`src/rtl/mem_arbiter_rv_pkg.sv`:
```
// Shared definitions for the two-master memory arbiter: FSM state
// encodings, master identifiers and an address helper.
package mem_arbiter_rv_pkg;

  typedef enum logic [1:0] {
    STATE_ARB_IDLE   = 2'd0,
    STATE_ARB_ACCESS = 2'd1,
    STATE_ARB_WAIT   = 2'd2,
    STATE_ARB_RESP   = 2'd3
  } arbState_t;

  localparam logic ARB_M0 = 1'b0;
  localparam logic ARB_M1 = 1'b1;

  // Memory is word addressed on the bus: drop the byte offset.
  function automatic logic [31:0] wordAlign(input logic [31:0] iwAddr);
    return iwAddr & 32'hFFFF_FFFC;
  endfunction

endpackage

```
`src/rtl/arb_pick_rv.sv`:
```
// Combinational winner selection for two requesters. A tie goes to the
// master that was not granted last; a caller wanting fixed priority for
// M0 simply ties iwLastGnt to ARB_M1.
module arb_pick_rv
  import mem_arbiter_rv_pkg::*;
(
  input  logic iwReq0,
  input  logic iwReq1,
  input  logic iwLastGnt,
  output logic owWinner,
  output logic owValid
);

  // Pick the winner among the active requests
  always_comb begin
    owValid = iwReq0 | iwReq1;
    if (iwReq0 && iwReq1) begin
      owWinner = (iwLastGnt == ARB_M0) ? ARB_M1 : ARB_M0;
    end else if (iwReq1) begin
      owWinner = ARB_M1;
    end else begin
      owWinner = ARB_M0;
    end
  end

endmodule

```
`src/rtl/mem_arbiter_rv.sv`:
```
// Two-master (core / debug-DMA) single-port memory arbiter.
// One transaction at a time: IDLE samples requests, ACCESS issues the
// memory strobe and grant, WAIT covers the read latency, RESP pulses the
// completion to the owning master.
// Build option: define ARB_ROUND_ROBIN_EN for round-robin tie breaking;
// without it M0 always wins ties and no last-grant pointer is kept.
module mem_arbiter_rv
  import mem_arbiter_rv_pkg::*;
#(
  parameter int READ_LATENCY = 1
) (
  input  logic        iwClk,
  input  logic        iwnRst,
  input  logic        iwM0Req,
  input  logic [31:0] iwM0Addr,
  input  logic [31:0] iwM0Wdata,
  input  logic [3:0]  iwM0Wstrb,
  output logic        orM0Gnt,
  output logic        orM0Rvalid,
  output logic [31:0] orM0Rdata,
  input  logic        iwM1Req,
  input  logic [31:0] iwM1Addr,
  input  logic [31:0] iwM1Wdata,
  input  logic [3:0]  iwM1Wstrb,
  output logic        orM1Gnt,
  output logic        orM1Rvalid,
  output logic [31:0] orM1Rdata,
  output logic        orMemEn,
  output logic [31:0] orMemAddr,
  output logic [31:0] orMemWdata,
  output logic [3:0]  orMemWstrb,
  input  logic [31:0] iwMemRdata,
  output logic        orBusy
);

  // WAIT lasts READ_LATENCY cycles; the counter runs from this value to 0.
  localparam logic [1:0] LAT_LOAD = 2'(READ_LATENCY - 1);

  arbState_t   rState;
  arbState_t   wNextState;
  logic [1:0]  rLatCnt;
  logic        rOwner;
  logic        rIsRead;
  logic        wPickWinner;
  logic        wPickValid;
  logic        wLastGnt;
  logic [31:0] wSelAddr;
  logic [31:0] wSelWdata;
  logic [3:0]  wSelWstrb;
  logic        wLoad;
  logic        wCapture;
  logic        wBusyNext;
  logic        wGnt0Next;
  logic        wGnt1Next;
  logic        wRvalid0Next;
  logic        wRvalid1Next;

`ifdef ARB_ROUND_ROBIN_EN
  logic rLastGnt;

  // Remember who was granted last; reset value lets M0 win the first tie
  always_ff @(posedge iwClk or negedge iwnRst) begin
    if (!iwnRst) begin
      rLastGnt <= ARB_M1;
    end else if (wLoad) begin
      rLastGnt <= wPickWinner;
    end
  end

  assign wLastGnt = rLastGnt;
`else
  assign wLastGnt = ARB_M1;
`endif

  arb_pick_rv uPick (
    .iwReq0    (iwM0Req),
    .iwReq1    (iwM1Req),
    .iwLastGnt (wLastGnt),
    .owWinner  (wPickWinner),
    .owValid   (wPickValid)
  );

  // Route the winning master's request payload toward the memory latch
  always_comb begin
    if (wPickWinner == ARB_M1) begin
      wSelAddr  = iwM1Addr;
      wSelWdata = iwM1Wdata;
      wSelWstrb = iwM1Wstrb;
    end else begin
      wSelAddr  = iwM0Addr;
      wSelWdata = iwM0Wdata;
      wSelWstrb = iwM0Wstrb;
    end
  end

  // Next-state logic of the transaction FSM
  always_comb begin
    wNextState = rState;
    case (rState)
      STATE_ARB_IDLE: begin
        if (wPickValid) begin
          wNextState = STATE_ARB_ACCESS;
        end else begin
          wNextState = STATE_ARB_IDLE;
        end
      end
      STATE_ARB_ACCESS: begin
        if (rIsRead) begin
          wNextState = STATE_ARB_WAIT;
        end else begin
          wNextState = STATE_ARB_RESP;
        end
      end
      STATE_ARB_WAIT: begin
        if (rLatCnt == 2'd0) begin
          wNextState = STATE_ARB_RESP;
        end else begin
          wNextState = STATE_ARB_WAIT;
        end
      end
      STATE_ARB_RESP: begin
        wNextState = STATE_ARB_IDLE;
      end
      default: begin
        wNextState = STATE_ARB_IDLE;
      end
    endcase
  end

  // Output decode: next-cycle values of the registered strobes
  always_comb begin
    wLoad        = (rState == STATE_ARB_IDLE) && wPickValid;
    wCapture     = (rState == STATE_ARB_WAIT) && (rLatCnt == 2'd0);
    wBusyNext    = (wNextState != STATE_ARB_IDLE);
    wGnt0Next    = wLoad && (wPickWinner == ARB_M0);
    wGnt1Next    = wLoad && (wPickWinner == ARB_M1);
    wRvalid0Next = (wNextState == STATE_ARB_RESP) && (rOwner == ARB_M0);
    wRvalid1Next = (wNextState == STATE_ARB_RESP) && (rOwner == ARB_M1);
  end

  // State register and registered control strobes
  always_ff @(posedge iwClk or negedge iwnRst) begin
    if (!iwnRst) begin
      rState     <= STATE_ARB_IDLE;
      orBusy     <= 1'b0;
      orMemEn    <= 1'b0;
      orM0Gnt    <= 1'b0;
      orM1Gnt    <= 1'b0;
      orM0Rvalid <= 1'b0;
      orM1Rvalid <= 1'b0;
    end else begin
      rState     <= wNextState;
      orBusy     <= wBusyNext;
      orMemEn    <= wLoad;
      orM0Gnt    <= wGnt0Next;
      orM1Gnt    <= wGnt1Next;
      orM0Rvalid <= wRvalid0Next;
      orM1Rvalid <= wRvalid1Next;
    end
  end

  // Latch the winner's request on grant; memory bus holds it afterwards
  always_ff @(posedge iwClk or negedge iwnRst) begin
    if (!iwnRst) begin
      orMemAddr  <= 32'h0000_0000;
      orMemWdata <= 32'h0000_0000;
      orMemWstrb <= 4'h0;
      rOwner     <= ARB_M0;
      rIsRead    <= 1'b0;
    end else if (wLoad) begin
      orMemAddr  <= wordAlign(wSelAddr);
      orMemWdata <= wSelWdata;
      orMemWstrb <= wSelWstrb;
      rOwner     <= wPickWinner;
      rIsRead    <= (wSelWstrb == 4'h0);
    end
  end

  // Read latency counter: loaded leaving ACCESS, counts down through WAIT
  always_ff @(posedge iwClk or negedge iwnRst) begin
    if (!iwnRst) begin
      rLatCnt <= 2'd0;
    end else if (rState == STATE_ARB_ACCESS) begin
      rLatCnt <= LAT_LOAD;
    end else if ((rState == STATE_ARB_WAIT) && (rLatCnt != 2'd0)) begin
      rLatCnt <= rLatCnt - 2'd1;
    end
  end

  // Capture returning read data for the owning master on the last WAIT cycle
  always_ff @(posedge iwClk or negedge iwnRst) begin
    if (!iwnRst) begin
      orM0Rdata <= 32'h0000_0000;
      orM1Rdata <= 32'h0000_0000;
    end else if (wCapture) begin
      if (rOwner == ARB_M1) begin
        orM1Rdata <= iwMemRdata;
      end else begin
        orM0Rdata <= iwMemRdata;
      end
    end
  end

endmodule
```
`config.mk`:
```
export PLATFORM = sky130hd
export DESIGN_NAME = mem_arbiter_rv
export DESIGN_NICKNAME = d
export VERILOG_FILES = /design/src/rtl/mem_arbiter_rv_pkg.sv /design/src/rtl/arb_pick_rv.sv /design/src/rtl/mem_arbiter_rv.sv
export SDC_FILE = /design/constraint.sdc
export NUM_CORES = 1
export LEC_CHECK = 0
export CAP_MARGIN = 40
export CORE_MARGIN = 2
export CORE_UTILIZATION = 40
export DETAILED_ROUTE_END_ITERATION = 8
export PLACE_DENSITY = 0.79
export SKIP_LAST_GASP = 1
export SYNTH_ARGS = -nofsm -noshare
export SYNTH_HDL_FRONTEND = slang
export SYNTH_SLANG_ARGS = --single-unit
```
`constraint.sdc`:
```
create_clock -name iwClk -period 2.2 [get_ports iwClk]
set_input_delay 0.44 -clock iwClk [delete_from_list [all_inputs] [get_ports iwClk]]
set_output_delay 0.44 -clock iwClk [all_outputs]
set_load 0.005 [all_outputs]
```
==> Flow_metrics.wiki <==
{| class="wikitable"
! Metric !! Value
|-
| Min Clock Period, post-route || 1890 ps
|-
| Worst Setup Start Kind || flip-flop
|-
| Gate Count Post-Synth || 415
|-
| FF/Latch Area || 3550 um2
|-
| CTS HTree Levels || 4
|-
| Critical Path, Cell by Cell || inv_1 > ha_1 > nand2_1 > or2_2 > buf_4 > mux2_2
|-
| # hold bufs at CTS || 1
|-
| Fraction of final layout cells with drive strength greater than 1 || 15.2%
|-
| Post-synthesis cell type count || 31
|-
| Cell leakage power || 4.30 nW
|-
| Largest area contributor in the synthesized netlist || sky130_fd_sc_hd__dfrtp_1
|-
| TritonCTS clock tree || done
|-
| Combinational family with the most area after synthesis || compound AO/OA/AOI/OAI gates
|-
| Placeable core region || 14600 um2
|-
| Final-stage net count || 887
|-
| Delay of the slowest critical-path stage || 490 ps
|-
| Num ports || 310
|-
| Synthesis-to-finish area growth || 64.0%
|-
| Final Hold Viols || 0
|-
| Post-synthesis cell area || 6020 um2
|-
| Effective utilization at floorplan || 41.1%
|-
| Fraction of post-synthesis cell area in the top cell type by area || 59.0%
|-
| Slew Viols, Final || 0
|-
| Arrival time at the worst endpoint || 2180 ps
|-
| Detail-routed net length per standard cell || 18.6 um
|-
| Residual antenna-violating net count after detailed routing || 0
|-
| Hold_ws || 490 ps
|-
| Max Clock Skew || 7.69 ps
|-
| Largest voltage drop on the vdd net || 611 uV
|-
| Proportion of synthesized area in mux cells || 14.0%
|-
| Start-to-end type of the worst setup path || reg2reg
|-
| First-pass DRT Iterations || 4
|-
| Most used flip-flop cell after synthesis || sky130_fd_sc_hd__dfrtp_1
|-
| Worst EP required || 2490 ps
|-
| Final TNS setup || 0 ps
|-
| Remaining global-route overflow || 0
|-
| Xor and xnor area share after synthesis || 0.146%
|-
| Final Non-Filler Cells || 906
|-
| Total track usage || 21.2%
|-
| DP HPWL || 12400 um
|-
| Via count of the first global-routing pass || 4923
|-
| Sequential share of the synthesized area || 59.0%
|-
| Hold_sp || iwM0Req
|-
| Vertical extent of the die || 127 um
|-
| RSZ-0062 raised after global routing || false
|-
| Clock latency reported for the late side of the worst-skew pair || 410 ps
|-
| Synthesized area per cell || 14.5 um2
|-
| Reg2reg path depth || 6
|-
| Reg2reg start || rState[0]
|-
| Hold Path Cell Cnt || 2
|-
| Antenna cells || 0
|-
| Count of unresolved DRC violations after routing || 0
|-
| Die extent in x || 127 um
|-
| Routed Wire Length || 16900 um
|-
| Maximum fanout count along the critical path || 32
|-
| Most frequent cell after synthesis || sky130_fd_sc_hd__dfrtp_1
|-
| CTS sink count || 142
|-
| Clock tree buffer depth || 2
|-
| Async S/R FF share, synth || 100%
|-
| Most frequent cells after synthesis || sky130_fd_sc_hd__dfrtp_1, sky130_fd_sc_hd__a22o_1, sky130_fd_sc_hd__mux2_2, sky130_fd_sc_hd__mux2_4, sky130_fd_sc_hd__clkbuf_1
|-
| PD cells || 1370 nW/um2
|-
| Share of the synthesized area in compound gates (AO/OA/AOI/OAI) || 19.8%
|-
| Largest net degree at the start of global routing || 68
|-
| Quantity of gates resized following cts || 0
|-
| Count of flip-flops with a built-in enable after synthesis || 0
|-
| CTS clock-pin slew for the worst setup and hold paths || 50 ps
|-
| Antenna violations before repair || 0
|-
| Number of fill cells || 1054
|-
| Total instance count after detailed placement || 874
|-
| Slew @ Worst Pin || 613 ps
|-
| Count of synthesis-stage warnings from yosys || 0
|-
| Fraction of the mapped netlist area in adder cells || 1.04%
|-
| Slowest cell on crit path || sky130_fd_sc_hd__buf_4
|-
| Simple-gate portion of the synthesized area || 1.77%
|-
| Detailed-route vias per instance || 5.20
|-
| GP Congestion || 0.775
|-
| Final-report setup violation count || 0
|-
| Number of port buffers || 303
|-
| Die area || 16000 um2
|-
| Portion of the clock cycle consumed by the worst path in the final layout || 85.9%
|-
| Setup bufs post-CTS || 0
|-
| Slew HR || 59.2%
|-
| Ranking of synthesized cells by area || sky130_fd_sc_hd__dfrtp_1, sky130_fd_sc_hd__a22o_1, sky130_fd_sc_hd__mux2_4
|-
| Standard-cell rows || 44
|-
| R2r endpoint || orM0Rdata[30]
|-
| Num CTS Buffers || 17
|-
| Via count || 4711
|-
| Classification of the worst-slack hold path || in2reg
|-
| Global-route wire length before repair || 26300 um
|-
| Max-capacitance violation count || 0
|-
| Root buf cell || sky130_fd_sc_hd__clkbuf_16
|-
| Outcome || finished clean
|-
| Sink of the worst hold path || orM1Gnt
|-
| Area taken by multi-input logic gates || 2240 um2
|-
| Worst reg2reg setup slack || 310 ps
|-
| Highest achievable clock rate || 529 MHz
|-
| Crit path capture type || flip-flop
|-
| #FFs+latches synth || 142
|-
| Count of routing violations after the opening detailed-route iteration || 181
|}
==> worst max-delay path, delay by kind of cell (launching register included) <==
| kind | cells | cell delay [ps] |
|---|---|---|
| buffers and inverters | 2 | 570 |
| and+or+nand+nor | 2 | 190 |
| muxes | 1 | 400 |
| adders and majority gates | 1 | 240 |
| DFF | 1 | 350 |
==> placed cells by master, fill, tap and decap left out, types with 2 or more instances in the layout <==
cell type | Yosys | routed
sky130_fd_sc_hd__buf_4 | 8 | 4
sky130_fd_sc_hd__clkinvlp_4 | 0 | 2
sky130_fd_sc_hd__clkbuf_1 | 13 | 2
sky130_fd_sc_hd__clkinv_2 | 0 | 3
sky130_fd_sc_hd__mux2_4 | 30 | 30
sky130_fd_sc_hd__a22o_1 | 132 | 132
sky130_fd_sc_hd__nor4_1 | 2 | 2
sky130_fd_sc_hd__buf_12 | 0 | 6
sky130_fd_sc_hd__inv_1 | 6 | 6
sky130_fd_sc_hd__clkdlybuf4s50_1 | 0 | 301
sky130_fd_sc_hd__nor2_1 | 4 | 4
sky130_fd_sc_hd__ha_1 | 5 | 4
sky130_fd_sc_hd__conb_1 | 1 | 2
sky130_fd_sc_hd__mux2_2 | 34 | 34
sky130_fd_sc_hd__dfrtp_1 | 142 | 142
sky130_fd_sc_hd__bufinv_16 | 0 | 5
sky130_fd_sc_hd__nand2_1 | 3 | 3
sky130_fd_sc_hd__clkbuf_16 | 0 | 17
==> report_power, final <==
part / total [mW] / switching [mW] / internal (mW) / leakage, nW
combinational: 5.87 / 1.98 / 3.89 / 2.27
clock: 3.06 / 1.03 / 2.03 / 0.306
sequential: 4.57 / 0.694 / 3.88 / 1.72
total: 13.5 / 3.70 / 9.80 / 4.30
==> routing by layer <==
| metal | part of all wire, % | vias to the layer above | wire, um | GRT usage [%] |
|---|---|---|---|---|
| li1 | - | 2158 | - | - |
| met1 | 39 | 2311 | 6620 | 24.7 |
| met2 | 51 | 214 | 8600 | 36.7 |
| met3 | 7.4 | 28 | 1250 | 6.16 |
| met4 | 2.5 | 0 | 417 | 8.99 |
| met5 | 0 | - | 0 | 0 |
==> cells by family after synthesis <==
kind of cell | Yosys count
compound gates | 137
xor+xnor | 1
fa+ha+maj | 5
flops | 142
mux | 65
other cells | 1
buf+inv | 45
simple gates | 19
==> flip-flops by register name, indices dropped and copies added, names as in the netlist, 2 cells and up <==
| register | count |
|---|---|
| orMemWstrb | 4 |
| orMemAddr | 30 |
| rLatCnt | 2 |
| orMemWdata | 32 |
| orM1Rdata | 32 |
| rState | 2 |
| orM0Rdata | 32 |
==> stage by stage <==
stage | worst slack, ps | util, % | instance area, um2 | power, mW
CTS | 287 | 67.4 | 9870 | 13.7
floorplan | 626 | - | 6020 | 7.07
global placement | 353 | 63.0 | 9220 | 10.3
detailed placement | 300 | 63.0 | 9220 | 10.5
finish | 309 | 67.4 | 9870 | 13.5
global route | 182 | 67.4 | 9870 | 14.2
==> worst max-delay path by stage <==
| stage | slack, ps | endpoint | start |
|---|---|---|---|
| 2_1_floorplan | 630 | orM0Rdata[0] | rState[0] |
| 3_3_place_gp | 350 | orM0Rdata[31] | rState[0] |
| 3_5_place_dp | 300 | orM0Rdata[31] | rState[0] |
| 4_1_cts | 290 | orM0Rdata[31] | rState[0] |
| 5_1_grt | 180 | orM0Rdata[30] | rState[0] |
| 6_report | 310 | orM0Rdata[30] | rState[0] |
==> layout make-up <==
type                    count  area share (%)
clock buffers              20            4.53
clock inverters            11            1.91
inverters                   6           0.228
multi-input cells         229            22.7
flip-flops and latches    142            36.0
well taps                 184            2.33
repair buffers            314            32.3
No activity file was read; power rests on OpenSTA's default activity.
